**src/rtl/cadr_cnt_pkg.sv**
```systemverilog
// Shared constants for the CADR up/down counter family.
package cadr_cnt_pkg;

    localparam logic CNT_UP = 1'b1;
    localparam logic CNT_DN = 1'b0;

    localparam int DEFAULT_WIDTH = 4;

endpackage

```
**src/rtl/updown_counter_tc.sv**
```systemverilog
// Terminal-count detect: end-of-range flag and S169-style active-low carry/borrow.
module updown_counter_tc
    import cadr_cnt_pkg::*;
#(
    parameter int WIDTH = DEFAULT_WIDTH
) (
    input  logic [WIDTH-1:0] cnt,
    input  logic [WIDTH-1:0] max,
    input  logic             up_dn,
    input  logic             enb_t_n,
    output logic             at_end,
    output logic             co_n
);

    // Counting up, anything at or above max (a load can overshoot) is terminal.
    assign at_end = (up_dn == CNT_UP) ? (cnt >= max) : (cnt == '0);
    assign co_n   = ~(at_end & ~enb_t_n);

endmodule

```
**src/rtl/updown_counter_n.sv**
```systemverilog
// N-bit cascadable up/down counter with programmable terminal value and wrap pulse.
// Define UDCNT_SAT_EN to add the sat_n port and saturating end-of-range behaviour.
module updown_counter_n
    import cadr_cnt_pkg::*;
#(
    parameter int               WIDTH     = DEFAULT_WIDTH,
    parameter logic [WIDTH-1:0] RESET_MAX = '1
) (
    input  logic             clk,
    input  logic             reset_n,
    input  logic [WIDTH-1:0] i,
    input  logic             load_n,
    input  logic [WIDTH-1:0] limit,
    input  logic             limit_ld_n,
    input  logic             enb_p_n,
    input  logic             enb_t_n,
    input  logic             up_dn,
`ifdef UDCNT_SAT_EN
    input  logic             sat_n,
`endif
    output logic [WIDTH-1:0] o,
    output logic             co_n,
    output logic             wrap
);

    logic [WIDTH-1:0] max;
    logic [WIDTH-1:0] o_nxt;
    logic             wrap_nxt;
    logic             at_end;
    logic             sat;

`ifdef UDCNT_SAT_EN
    assign sat = ~sat_n;
`else
    assign sat = 1'b0;
`endif

    updown_counter_tc #(.WIDTH(WIDTH)) u_tc (
        .cnt     (o),
        .max     (max),
        .up_dn   (up_dn),
        .enb_t_n (enb_t_n),
        .at_end  (at_end),
        .co_n    (co_n)
    );

    always_comb begin
        o_nxt    = o;
        wrap_nxt = 1'b0;
        if (!load_n) begin
            o_nxt = i;
        end else if (!enb_p_n && !enb_t_n) begin
            if (!at_end) begin
                o_nxt = (up_dn == CNT_UP) ? o + 1'b1 : o - 1'b1;
            end else if (sat) begin
                o_nxt = (up_dn == CNT_UP) ? max : '0;
            end else begin
                o_nxt    = (up_dn == CNT_UP) ? '0 : max;
                wrap_nxt = 1'b1;
            end
        end
    end

    always_ff @(posedge clk or negedge reset_n) begin
        if (!reset_n) begin
            o    <= '0;
            max  <= RESET_MAX;
            wrap <= 1'b0;
        end else begin
            o    <= o_nxt;
            wrap <= wrap_nxt;
            // A count on the same edge already used the old max via at_end.
            if (!limit_ld_n) max <= limit;
        end
    end

endmodule

```
**config.mk**
```make
export PLATFORM = sky130hd
export DESIGN_NAME = updown_counter_n
export DESIGN_NICKNAME = d
export VERILOG_FILES = /design/src/rtl/cadr_cnt_pkg.sv /design/src/rtl/updown_counter_tc.sv /design/src/rtl/updown_counter_n.sv
export SDC_FILE = /design/constraint.sdc
export NUM_CORES = 1
export LEC_CHECK = 0
export BUFFER_PORTS_ARGS = -buffer_cell sky130_fd_sc_hd__buf_2
export CAP_MARGIN = 20
export CORE_MARGIN = 2
export CORE_UTILIZATION = 25
export CTS_CLUSTER_SIZE = 30
export DETAILED_ROUTE_END_ITERATION = 6
export PLACE_DENSITY_LB_ADDON = 0.25
export REMOVE_ABC_BUFFERS = 1
export SYNTH_ARGS = -nofsm -noshare
export SYNTH_HDL_FRONTEND = slang
export SYNTH_HIERARCHICAL = 1
export SYNTH_SLANG_ARGS = --single-unit
```
**constraint.sdc**
```tcl
create_clock -name clk -period 5.7 [get_ports clk]
set_input_delay 1.14 -clock clk [delete_from_list [all_inputs] [get_ports clk]]
set_output_delay 1.14 -clock clk [all_outputs]
set_load 0.005 [all_outputs]
```
==> results.sh <==
export IMPL_clkLatencyLatePin_ps=260
export IMPL_maxSlewViolCount=0
export IMPL_routed_via_density=4.68
export IMPL_crit_arrival_ps=1880
export IMPL_die_x_um=54.4
export IMPL_netlist_area_um2=636
export IMPL_synth_top_area_frac=0.197
export IMPL_r2r_cells=9
export IMPL_synth_area_leaders="dfrtp_1 (20%), dfstp_2 (17%), ha_1 (12%)"
export IMPL_fillers=255
export IMPL_synth_cell_type_count=24
export IMPL_yosysTopAreaCell="dfrtp_1"
export IMPL_globalRouteOverflowTotal=0
export IMPL_nets=109
export IMPL_antenna_found_initial=0
export IMPL_design_area_um2=795
export IMPL_synth_xor_area_frac=0.0276
export IMPL_critPathMaxStageDelay_ps=480
export IMPL_seq_power_share=0.428
export IMPL_synth_compound_area_share=0.152
export IMPL_regArea_um2=230
export IMPL_synth_most_common_cell="nor2_1"
export IMPL_synth_edf_count=0
export IMPL_end_kind="output port"
export IMPL_r2r_end="o[1]"
export IMPL_ys_warn_count=6
export IMPL_async_flop_share=1.00
export IMPL_synth_seq_cells=9
export IMPL_dp_cells=112
export IMPL_hold_viol=0
export IMPL_layout_min_cycle_time_ps=3020
export IMPL_grt_use_total=0.115
export IMPL_grt_pass1_wl_um=2300
export IMPL_drv_cap=0
export IMPL_cts_tree="built"
export IMPL_outcome="completed"
export IMPL_switchingPower_uw=62.2
export IMPL_startpoint="o[0]"
export IMPL_area_growth_pct=25.0
export IMPL_ant_nets=0
export IMPL_avgSynthCellArea_um2=10.1
export IMPL_wl_per_cell_um=12.4
export IMPL_crit_type="reg -> out"
export IMPL_io_buffers=20
export IMPL_pwr_share_comb=0.308
export IMPL_yosys_area_share_adder=0.150
export IMPL_synth_top_family_by_area="simple AND/OR/NAND/NOR gates"
export IMPL_hold_start="max[2]"
export IMPL_drt_drc_violations_left=0
export IMPL_power_density_mw_per_mm2=242
export IMPL_multi_input_area_um2=382
export IMPL_fin_setup_tns_ps=0
export IMPL_reg2reg_from="o[0]"
export IMPL_cts_resized=0
export IMPL_grt_max_degree=10
export IMPL_routed_wl_um=1440
export IMPL_synthSimpleGateAreaFrac=0.165
export IMPL_gp_congestion=0.744
export IMPL_period_share=0.530
export IMPL_antenna_cells=0
export IMPL_whs_ps=634
export IMPL_whs_endpoint="max[2]"
export IMPL_clk_pin_slew_ps=70
export IMPL_cpMaxStageDelayCell="dfrtp_1"
export IMPL_worst_hold_path_num_cells=1
export IMPL_maxSlewHeadroom=0.672
export IMPL_core_mm2=0.00243
export IMPL_crit_fanout=7
export IMPL_drive_gt1_frac=0.430
export IMPL_std_cell_rows=18
export IMPL_cts_buffers=3
export IMPL_die_area_mm2=0.00296
export IMPL_max_clock_freq_mhz=331
export IMPL_muxShareOfSynthArea=0.106
export IMPL_worst_endpoint_required_ps=4560
export IMPL_cts_root_buf="clkbuf_4"
export IMPL_synthFlopType="dfrtp_1"
export IMPL_min_path_type="reg -> reg"
export IMPL_leakagePower_nw=0.371
export IMPL_initial_utilization=0.261
export IMPL_path_cells="inv_1 > ha_1 > or3b_1 > o2111ai_1 > a311o_2 > buf_2"
export IMPL_grt_setup_unrepaired="no"
export IMPL_power_share_switching=0.324
export IMPL_cts_sinks=9
export IMPL_pin_count=21
export IMPL_cts_htree_levels=1
export IMPL_synthTopCellsByCount="nor2_1 (9), a21oi_1 (8), ha_1 (6), mux2_2 (6)"
export IMPL_hpwl_um=1110
export IMPL_first_pass_iters=4
export IMPL_fin_skew_ps=5.25
export IMPL_cts_buffer_depth=2
export IMPL_vdd_drop_max_v=0.0000681
export IMPL_placed_area_um2=768
export IMPL_grt_pass1_vias=515
export IMPL_syn_inst=63
export IMPL_p_int_uw=130
export IMPL_startpoint_type="register"
export IMPL_drt_iter0_drc=6
export IMPL_post_cts_buffers=0
export IMPL_power_frac_clock=0.264
export IMPL_num_vias=543
export IMPL_yosysSeqAreaShare=0.362
export IMPL_worst_slew_pin_slew_ps=489
export IMPL_postCtsHoldBufs=0
export IMPL_setup_violations=0
export IMPL_die_height_um=54.4
export IMPL_regToRegSetupSlack_ps=3300
export IMPL_layoutNonFillerInstCount=116
layout by cell type, fill, tap and decap left out, types with 2 or more instances in the layout:
cell,netlist,final
mux2_2,6,6
or3b_1,2,2
ha_1,6,6
nand3_1,2,2
clkbuf_4,0,3
nor2_1,9,9
dfrtp_1,5,5
a21oi_1,8,8
dfstp_2,4,4
inv_1,5,5
a211oi_1,2,2
buf_2,1,20
how the worst max path moves through the flow:
| stage | end | depth (start not counted) |
|---|---|---|
| global route | co_n | 6 |
| floorplan | co_n | 2 |
| global placement | co_n | 4 |
| finish | co_n | 6 |
| detailed placement | co_n | 4 |
| CTS | co_n | 6 |
cell type report:
cell class | count | share of cell area
clock buffers | 4 | 0.0331
inverters | 5 | 0.0236
flip-flops and latches | 9 | 0.290
repair buffers | 20 | 0.126
well taps | 30 | 0.0472
multi-input cells | 48 | 0.480
stage by stage:
stage                util  setup WS, ps  total power [mW]
floorplan               -          3080             0.120
global placement    0.316          2810             0.142
global route        0.327          2580             0.207
finish              0.327          2680             0.192
CTS                 0.327          2660             0.196
detailed placement  0.316          2790             0.143
critical path, delay by kind of cell, from the launching register on:
kind / cells / cell delay, ps
compound gates: 2 / 340
fa+ha+maj: 1 / 270
buf+inv: 2 / 180
flops: 1 / 480
simple gates: 1 / 340
power by group through the flow:
stage,logic [mW],clock network [mW],registers [mW]
floorplan,0.0392,0,0.0812
global placement,0.0579,0,0.0837
detailed placement,0.0589,0,0.0836
CTS,0.0597,0.0534,0.0825
global route,0.0668,0.0555,0.0843
finish,0.0592,0.0507,0.0824
sequential cells by signal (all words and copies together), names as in the netlist:
name,cells
max,4
wrap,1
o,4
logic make-up (layout without fill, tap and decap cells):
logic type / after synthesis / count (layout)
XOR/XNOR: 2 / 2
flip-flops: 9 / 9
buffers and inverters: 6 / 29
multiplexers: 6 / 6
adder cells (fa/ha/maj): 7 / 7
AO/OA/AOI/OAI: 14 / 14
AND/OR/NAND/NOR: 19 / 19
routing by layer:
metal | part of all wire | up-vias | track usage
met1 | 0.46 | 251 | 0.145
met4 | 0.025 | 0 | 0.0875
met2 | 0.47 | 14 | 0.175
li1 | - | 274 | -
met5 | 0 | - | 0
met3 | 0.053 | 4 | 0.0191
No activity file was read; power rests on OpenSTA's default activity.
